[src/rtl/sdpb_capture_ctrl_if.sv]
// Sample-in / sample-out stream bundle for the capture buffer controller.
interface sdpb_capture_ctrl_if;
    logic        s_valid;
    logic [15:0] s_data;
    logic        m_valid;
    logic        m_ready;
    logic [15:0] m_data;
    logic        m_last;

    // Controller side: consumes the sample stream, sources the readout stream.
    modport master (
        input  s_valid,
        input  s_data,
        input  m_ready,
        output m_valid,
        output m_data,
        output m_last
    );

    // Environment side: sample source plus readout consumer.
    modport slave (
        output s_valid,
        output s_data,
        output m_ready,
        input  m_valid,
        input  m_data,
        input  m_last
    );
endinterface

[src/rtl/sdpb_capture_ctrl.sv]
// Capture buffer sequencer: packs 16-bit samples four per 64-bit RAM word,
// fills a 128-sample buffer, then drains it as a valid/ready 16-bit stream.
module sdpb_capture_ctrl (
    input  logic                       clk,
    input  logic                       reset,
    input  logic                       start,
    sdpb_capture_ctrl_if.master        strm,
    output logic                       busy,
    output logic                       done,
    output logic                       ovf,
    output logic                       ram_cea,
    output logic [4:0]                 ram_ada,
    output logic [63:0]                ram_din,
    output logic                       ram_ceb,
    output logic [6:0]                 ram_adb,
    output logic                       ram_oce,
    output logic                       ram_reseta,
    output logic                       ram_resetb,
    input  logic [15:0]                ram_dout
);

    localparam int unsigned SAMPLES  = 128;
    localparam int unsigned ADA_W    = 5;
    localparam int unsigned ADB_W    = 7;
    localparam int unsigned SAMPLE_W = 16;
    localparam int unsigned LANES    = 4;
    localparam int unsigned WORD_W   = SAMPLE_W * LANES;
    localparam int unsigned WORDS    = SAMPLES / LANES;
    localparam int unsigned PTR_W    = ADB_W + 1;
    localparam int unsigned PACK_W   = SAMPLE_W * (LANES - 1);

    typedef enum logic [1:0] {
        ST_IDLE  = 2'd0,
        ST_FILL  = 2'd1,
        ST_DRAIN = 2'd2
    } state_e;

    state_e              state_q,   state_d;
    logic [1:0]          lane_q,    lane_d;
    logic [ADA_W-1:0]    wr_word_q, wr_word_d;
    logic [PACK_W-1:0]   pack_q,    pack_d;
    logic [PTR_W-1:0]    rd_ptr_q,  rd_ptr_d;
    logic [ADB_W-1:0]    out_idx_q, out_idx_d;
    logic                m_valid_q, m_valid_d;
    logic                m_last_q,  m_last_d;
    logic                busy_q,    busy_d;
    logic                done_q,    done_d;
    logic                ovf_q,     ovf_d;
    logic                ram_cea_q, ram_cea_d;
    logic [ADA_W-1:0]    ram_ada_q, ram_ada_d;
    logic [WORD_W-1:0]   ram_din_q, ram_din_d;
    logic                issue_c;
    logic                hs_c;

    // State register and all output flops; synchronous reset.
    always_ff @(posedge clk) begin
        if (reset) begin
            state_q   <= ST_IDLE;
            lane_q    <= '0;
            wr_word_q <= '0;
            pack_q    <= '0;
            rd_ptr_q  <= '0;
            out_idx_q <= '0;
            m_valid_q <= 1'b0;
            m_last_q  <= 1'b0;
            busy_q    <= 1'b0;
            done_q    <= 1'b0;
            ovf_q     <= 1'b0;
            ram_cea_q <= 1'b0;
            ram_ada_q <= '0;
            ram_din_q <= '0;
        end else begin
            state_q   <= state_d;
            lane_q    <= lane_d;
            wr_word_q <= wr_word_d;
            pack_q    <= pack_d;
            rd_ptr_q  <= rd_ptr_d;
            out_idx_q <= out_idx_d;
            m_valid_q <= m_valid_d;
            m_last_q  <= m_last_d;
            busy_q    <= busy_d;
            done_q    <= done_d;
            ovf_q     <= ovf_d;
            ram_cea_q <= ram_cea_d;
            ram_ada_q <= ram_ada_d;
            ram_din_q <= ram_din_d;
        end
    end

    // Next-state, packing, drain issue and output computation.
    always_comb begin
        state_d   = state_q;
        lane_d    = lane_q;
        wr_word_d = wr_word_q;
        pack_d    = pack_q;
        rd_ptr_d  = rd_ptr_q;
        out_idx_d = out_idx_q;
        m_valid_d = m_valid_q;
        done_d    = 1'b0;
        ovf_d     = ovf_q;
        ram_cea_d = 1'b0;
        ram_ada_d = ram_ada_q;
        ram_din_d = ram_din_q;
        issue_c   = 1'b0;
        hs_c      = m_valid_q && strm.m_ready;

        // Samples outside FILL are dropped and flagged.
        if (strm.s_valid && (state_q != ST_FILL)) begin
            ovf_d = 1'b1;
        end

        case (state_q)
            ST_IDLE: begin
                if (start) begin
                    state_d   = ST_FILL;
                    lane_d    = '0;
                    wr_word_d = '0;
                    pack_d    = '0;
                    rd_ptr_d  = '0;
                    out_idx_d = '0;
                    ovf_d     = 1'b0;
                end
            end

            ST_FILL: begin
                if (strm.s_valid) begin
                    if (lane_q == 2'd3) begin
                        // Fourth sample completes the word; sample 0 sits in the LSBs.
                        ram_din_d = {strm.s_data, pack_q};
                        ram_ada_d = wr_word_q;
                        ram_cea_d = 1'b1;
                        wr_word_d = wr_word_q + 5'd1;
                        lane_d    = 2'd0;
                        if (wr_word_q == ADA_W'(WORDS - 1)) begin
                            state_d = ST_DRAIN;
                        end
                    end else begin
                        case (lane_q)
                            2'd0:    pack_d[15:0]  = strm.s_data;
                            2'd1:    pack_d[31:16] = strm.s_data;
                            default: pack_d[47:32] = strm.s_data;
                        endcase
                        lane_d = lane_q + 2'd1;
                    end
                end
            end

            ST_DRAIN: begin
                // Read only when the output slot is free or being emptied this cycle.
                issue_c = (rd_ptr_q < PTR_W'(SAMPLES)) && (!m_valid_q || strm.m_ready);
                if (issue_c) begin
                    rd_ptr_d = rd_ptr_q + 8'd1;
                end
                m_valid_d = issue_c ? 1'b1 : (m_valid_q && !strm.m_ready);
                if (hs_c) begin
                    out_idx_d = out_idx_q + 7'd1;
                    if (out_idx_q == ADB_W'(SAMPLES - 1)) begin
                        state_d = ST_IDLE;
                        done_d  = 1'b1;
                    end
                end
            end

            default: begin
                state_d = ST_IDLE;
            end
        endcase

        m_last_d = m_valid_d && (out_idx_d == ADB_W'(SAMPLES - 1));
        busy_d   = (state_d != ST_IDLE);
    end

    // Output wiring; read enable and read data bypass the flops.
    assign strm.m_valid = m_valid_q;
    assign strm.m_last  = m_last_q;
    assign strm.m_data  = ram_dout;
    assign busy         = busy_q;
    assign done         = done_q;
    assign ovf          = ovf_q;
    assign ram_cea      = ram_cea_q;
    assign ram_ada      = ram_ada_q;
    assign ram_din      = ram_din_q;
    assign ram_ceb      = issue_c;
    assign ram_adb      = rd_ptr_q[ADB_W-1:0];
    assign ram_oce      = 1'b1;
    assign ram_reseta   = reset;
    assign ram_resetb   = reset;

endmodule

[src/flat_wrapper.sv]
// flat-port wrapper written by rule: the top's interface ports become plain ports
module sdpb_capture_ctrl_flat 
  (clk, reset, start, busy, done, ovf, ram_cea, ram_ada, ram_din, ram_ceb, ram_adb, ram_oce, ram_reseta, ram_resetb, ram_dout, strm_s_valid, strm_s_data, strm_m_ready, strm_m_valid, strm_m_data, strm_m_last);
  sdpb_capture_ctrl_if strm_i ();
  input  logic clk;
  input  logic reset;
  input  logic start;
  output logic busy;
  output logic done;
  output logic ovf;
  output logic ram_cea;
  output logic [4:0] ram_ada;
  output logic [63:0] ram_din;
  output logic ram_ceb;
  output logic [6:0] ram_adb;
  output logic ram_oce;
  output logic ram_reseta;
  output logic ram_resetb;
  input  logic [15:0] ram_dout;
  input wire logic [$bits(strm_i.s_valid)-1:0] strm_s_valid;
  input wire logic [$bits(strm_i.s_data)-1:0] strm_s_data;
  input wire logic [$bits(strm_i.m_ready)-1:0] strm_m_ready;
  output wire logic [$bits(strm_i.m_valid)-1:0] strm_m_valid;
  output wire logic [$bits(strm_i.m_data)-1:0] strm_m_data;
  output wire logic [$bits(strm_i.m_last)-1:0] strm_m_last;
  assign strm_i.s_valid = strm_s_valid;
  assign strm_i.s_data = strm_s_data;
  assign strm_i.m_ready = strm_m_ready;
  assign strm_m_valid = strm_i.m_valid;
  assign strm_m_data = strm_i.m_data;
  assign strm_m_last = strm_i.m_last;
  sdpb_capture_ctrl u_core (.clk(clk), .reset(reset), .start(start), .strm(strm_i), .busy(busy), .done(done), .ovf(ovf), .ram_cea(ram_cea), .ram_ada(ram_ada), .ram_din(ram_din), .ram_ceb(ram_ceb), .ram_adb(ram_adb), .ram_oce(ram_oce), .ram_reseta(ram_reseta), .ram_resetb(ram_resetb), .ram_dout(ram_dout));
endmodule
[config.mk]
export PLATFORM = sky130hd
export DESIGN_NAME = sdpb_capture_ctrl_flat
export DESIGN_NICKNAME = d
export VERILOG_FILES = /design/src/rtl/sdpb_capture_ctrl_if.sv /design/src/rtl/sdpb_capture_ctrl.sv /design/src/flat_wrapper.sv
export SDC_FILE = /design/constraint.sdc
export NUM_CORES = 1
export LEC_CHECK = 0
export CORE_ASPECT_RATIO = 1.25
export CORE_MARGIN = 8
export CORE_UTILIZATION = 40
export CTS_CLUSTER_SIZE = 40
export DETAILED_ROUTE_END_ITERATION = 12
export PLACE_DENSITY_LB_ADDON = 0.1
export SLEW_MARGIN = 40
export SYNTH_ARGS = -nofsm -noshare
export SYNTH_HDL_FRONTEND = slang
export SYNTH_SLANG_ARGS = --single-unit
[constraint.sdc]
create_clock -name clk -period 2 [get_ports clk]
set_input_delay 0.2 -clock clk [delete_from_list [all_inputs] [get_ports clk]]
set_output_delay 0.2 -clock clk [all_outputs]
set_load 0.005 [all_outputs]
# == Yosys cells after proc, flatten, opt, wreduce, memory -nomap -nowiden ==
# Cells that the tools add are included.
# classes
add_sub_neg,4
order_cmp,1
n_eq_ne,16
mux,36
bitwise,4
reduce_logical,23
# ops
op,count
2-to-1 mux 48 bit,3
one-hot mux 48 bit (2 select lines),1
2-to-1 mux 16 bit,3
2-to-1 mux 2 bit,9
2-to-1 mux 8 bit,2
one-hot mux 8 bit (2 select lines),1
2-to-1 mux 5 bit,3
AND reduction 5 bit,3
"equality test 7 bit, second input constant",2
2-to-1 mux 7 bit,2
one-hot mux 7 bit (2 select lines),1
"!= test 2 x 1 -> 1 bit, second input constant",5
one-hot mux 5 bit (2 select lines),1
AND reduction 3 bit,3
"adder 8 x 1 -> 8 bit, second input constant",1
"less-than comparator 8 bit, second input constant",1
2-to-1 mux 1 bit,8
"!= test 2 bit, second input constant",4
"adder 7 x 1 -> 7 bit, second input constant",1
one-hot mux 2 bit (3 select lines),1
nonzero test 2 bit,3
OR reduction 3 bit,2
"adder 5 x 1 -> 5 bit, second input constant",1
"equality test 5 bit, second input constant",1
other kinds (11),22
# word_totals
ff_bits,147
out_inout_bits,102

# == Longest topological paths before layout ==
# depth
ltp_word,6
ltp_mapped,7

# == Worst setup path before layout ==
# OpenSTA, ideal clock, no wires.
# synth_path
kind,register to register
start,register u_core.lane_q[0]
end,register u_core.pack_q[21]
setup_ns,0.128
arrival_time_ns,1.534
required_time_ns,1.872
setup_slack_ns,0.338
path_stages_with_launch,7
n_path_buf,1
cell_sequence,dfxtp_1 > ha_1 > nand4b_1 > a21oi_4 > buf_8 > mux2i_1 > nor2_1
# synth_between
elab_chain_len,3
elab_cells_between_ends,5
cone_classes,4 x eq/ne; 1 x reduce/logical
# synth_rtl
item,line_no,text
from (decl),sdpb_capture_ctrl.sv:39,"logic [1:0] lane_q, lane_d;"
from (signal assigned),sdpb_capture_ctrl.sv:74,lane_q <= lane_d;
equality test 2 x 1 -> 1 bit / equality test 2 bit (equally long branches),"sdpb_capture_ctrl.sv:138, sdpb_capture_ctrl.sv:127",
!= test 2 x 1 -> 1 bit (no source line) / != test 2 bit (equally long branches),--,
AND reduction 5 bit (no source line) *,--,
to (signal assigned),sdpb_capture_ctrl.sv:76,pack_q <= pack_d;
to (decl),sdpb_capture_ctrl.sv:41,"logic [PACK_W-1:0] pack_q, pack_d;"
# Mark *: on every way between the ends. The rest lies on a longest branch, timed or not.
# A chain may end at the register's enable or synchronous reset.

# == Final worst setup path ==
# layout_path
start,register u_core.m_valid_q (netlist: u_core.strm.m_valid)
end,output ram_ceb
# layout_between
elab_chain_len,4
# layout_rtl
item,line_no,text
from (decl),sdpb_capture_ctrl.sv:44,"logic m_valid_q, m_valid_d;"
from (signal assigned),sdpb_capture_ctrl.sv:79,m_valid_q <= m_valid_d;
logical NOT 1 bit,sdpb_capture_ctrl.sv:150,issue_c = (rd_ptr_q < PTR_W'(SAMPLES)) && (!m_valid_q || strm.m_ready);
logical OR 1 bit,sdpb_capture_ctrl.sv:150,
logical AND 1 bit,sdpb_capture_ctrl.sv:150,
2-to-1 mux 1 bit,sdpb_capture_ctrl.sv:112,case (state_q)
to (decl),flat_wrapper.sv:14,output logic ram_ceb;
# Every way passes these cells.

==> flow_summary.toml <==
[cells_and_area]
final_cell_area_mm2 = 0.00776
fin_nets = 828
n_fill_cell = 1426
fin_cells = 979
drive_gt1_frac = 0.0878
area_growth_syn_to_layout_pct = 27.1
antenna_cells = 0

[synthesis]
syn_nets = 755
synthArstFlopShare = 0
yosysTopAreaCell = "dfxtp_1"
synth_top_area_frac = 0.482
synth_area_leaders = "dfxtp_1 (48%), nand2_1 (9.2%), a21oi_1 (8.0%)"
synth-main-ff-cell = "dfxtp_1"
ys_ff_latch = 147
netlist_area_mm2 = 0.00611
seq_area_frac_synth = 0.482
syn_avg_cell_area_um2 = 8.59
synthCells = 711
synth_cell_types = 53
ys_warn_count = 0
synth_edf_count = 0

[outcome]
outcome = "completed"

[placed_design]
placed_cells = 947
io_buffer_count = 105
gp_routability_congestion = 0.820
pre_cts_ws_ns = 0.0604
hpwl_um = 11000
dpl_cell_area_mm2 = 0.00717

[pwr]
p_switching_uw = 1500
pwr-share-comb = 0.065
leakagePower_uw = 0.00274
p_sw_frac = 0.232
intPower_uw = 4960
seq_power_share = 0.463
power.total_uw = 6460
ir_drop_mv = 0.542
power_density_mw_per_mm2 = 832
pwr-share-clk = 0.472

[clock_network]
clkTransAtPathRegs_ns = 0.06
cts_tree = "built"
cts_hold_buf = 0
h-tree-depth = 4
clock-sinks = 147
clk_latency_ns = 0.42
cts_buffer_depth = 2
cts_buffers = 17
root_buffer = "clkbuf_16"
cts_setup_buffers = 0

[floorplan]
die_w_um = 127
num_rows = 50
die_area_mm2 = 0.0195
die_h_um = 154
core_area_mm2 = 0.0150
initial_core_util = 0.408
top_level_ports = 139

[drt]
ant_nets = 0
drtIter0Drc = 272
wl_per_cell_um = 16.2
drc = 0
vias = 5030
wl_um = 15800
drt-pass1-iter-count = 4
avgViaCountPerCell = 5.14

[sta]
fmaxAchievable_mhz = 524
finalWorstSetupSlack_ns = 0.0901
final-hold-violation-count = 0
min_period_ns = 1.91
setup_viol = 0
tightest_slew_ns = 0.670
fin_skew_ns = 0.00637
max_slew_margin = 0.553
final_max_slew_viol_count = 0
period_share = 0.955

[worst_setup_path]
critical_path_class = "reg -> out"
crit_path_start_kind = "register"
worstPathMaxFanout = 8
worstPathRequired_ns = 1.80
critPathCaptureType = "output pin"
arrival_ns = 1.71

[global_routing]
grt_pass1_wl_um = 25800
antenna_found_initial = 0
grt_max_degree = 64
grt_pass1_vias = 5037
overflow = 0
track_usage = 0.164

[min_path]
min_path_type = "in -> reg"

[flow_run]
drv_cap = 0
-- timing repair --
action,4_1_cts,5_1_grt
endpoints found under the setup margin,1,1
hold endpoints to repair,0,0
resized for setup,2,3
-- cell type report --
type | instances | area [µm²] | share of cell area
Clock inverter | 11 | 105 | 0.0135
Sequential cell | 147 | 2950 | 0.380
Timing Repair Buffer | 128 | 1280 | 0.165
Multi-Input combinational cell | 483 | 2700 | 0.348
Tap cell | 182 | 228 | 0.0293
Inverter | 7 | 26.3 | 0.00339
Clock buffer | 21 | 470 | 0.0606
-- power by group through the flow --
stage               registers, µW  clock network [µW]  logic, µW
floorplan                    3050                   0        292
global placement             3060                   0        411
detailed placement           3060                   0        417
CTS                          2990                3120        418
global route                 2990                3270        451
finish                       2990                3050        417
-- cell families (layout without fill, tap and decap cells) --
kind of cell | count (synthesis) | after routing | synth area share
and+or+nand+nor | 294 | 294 | 0.228
DFF | 147 | 147 | 0.482
AOI/OAI and AO/OA | 143 | 143 | 0.135
buffers and inverters | 81 | 167 | 0.0781
muxes | 37 | 37 | 0.0606
adders and majority gates | 7 | 7 | 0.0143
other | 1 | 1 | 0.000614
xor gates and xnor gates | 1 | 1 | 0.00143
-- routing by layer --
metal  global-route usage  vias up  wire length [µm]
met1                0.182     2368              6810
met3               0.0668       23              1130
met2                0.277      108              7630
met5                    0        -                 0
met4               0.0580        0               257
li1                     -     2531                 -
-- worst max-delay path, stage by stage, from the launching register on --
cell	delay [ns]
dfxtp_2	0.42
nand2b_1	0.09
a31oi_1	0.28
nor3_2	0.06
clkdlybuf4s50_1	0.45
-- Yosys cell counts, types with 2 or more instances --
library cell / number
a21oi_1: 98
a21oi_4: 2
a22oi_1: 3
and2_1: 18
and3_1: 6
buf_2: 12
buf_4: 28
buf_6: 4
buf_8: 2
clkbuf_1: 28
dfxtp_1: 147
ha_1: 7
inv_1: 7
mux2i_1: 37
nand2_1: 149
nand2b_1: 2
nand3_1: 8
nand3b_1: 18
nand4b_1: 2
nor2_1: 56
nor2b_1: 2
nor3_1: 6
nor3b_1: 3
nor4_1: 6
o211a_1: 2
o21a_1: 2
o21ai_0: 20
o21bai_1: 2
o31ai_1: 3
o32ai_1: 2
or3_1: 3
or4_1: 5
-- sequential cells by signal, summed over array words and instances (netlist names) --
signal	count
u_core.busy	1
u_core.done	1
u_core.lane_q	2
u_core.out_idx_q	7
u_core.ovf	1
u_core.pack_q	48
u_core.ram_ada	5
u_core.ram_cea	1
u_core.ram_din	64
u_core.rd_ptr_q	8
u_core.state_q	2
u_core.strm.m_last	1
u_core.strm.m_valid	1
u_core.wr_word_q	5
-- worst paths after layout --
kind / from / endpoint / slack [ns] / cells past startpoint
worst min register to register: u_core.pack_q[34] / u_core.ram_din[34] / 0.45 / 2
worst max-delay path: u_core.strm.m_valid / ram_ceb / 0.09 / 4
worst min-delay path: reset / u_core.rd_ptr_q[1] / 0.05 / 2
worst max register to register: u_core.lane_q[0] / u_core.wr_word_q[3] / 0.24 / 5
-- cell usage in the layout (no fill, tap or decap), types with 3 or more instances in the layout --
cell type / instances
a21oi_1: 98
a22oi_1: 3
and2_1: 18
and3_1: 5
buf_12: 5
buf_4: 19
clkbuf_16: 17
clkbuf_8: 3
clkdlybuf4s50_1: 104
clkinv_4: 4
clkinvlp_4: 4
dfxtp_1: 144
ha_1: 7
inv_1: 7
mux2i_1: 37
nand2_1: 149
nand3_1: 7
nand3b_1: 18
nor2_1: 56
nor3_1: 5
nor3b_1: 3
nor4_1: 6
o21ai_0: 20
o31ai_1: 3
or3_1: 3
or4_1: 5
-- through the flow --
step                hold slack (ns)  TNS, ns   util
floorplan                     0.336        0      -
global placement              0.400        0  0.480
detailed placement            0.400        0  0.480
CTS                          0.0390        0  0.518
global route                 0.0486  -0.0186  0.519
finish                       0.0454        0  0.519
Power figures use the tool's default switching activity.
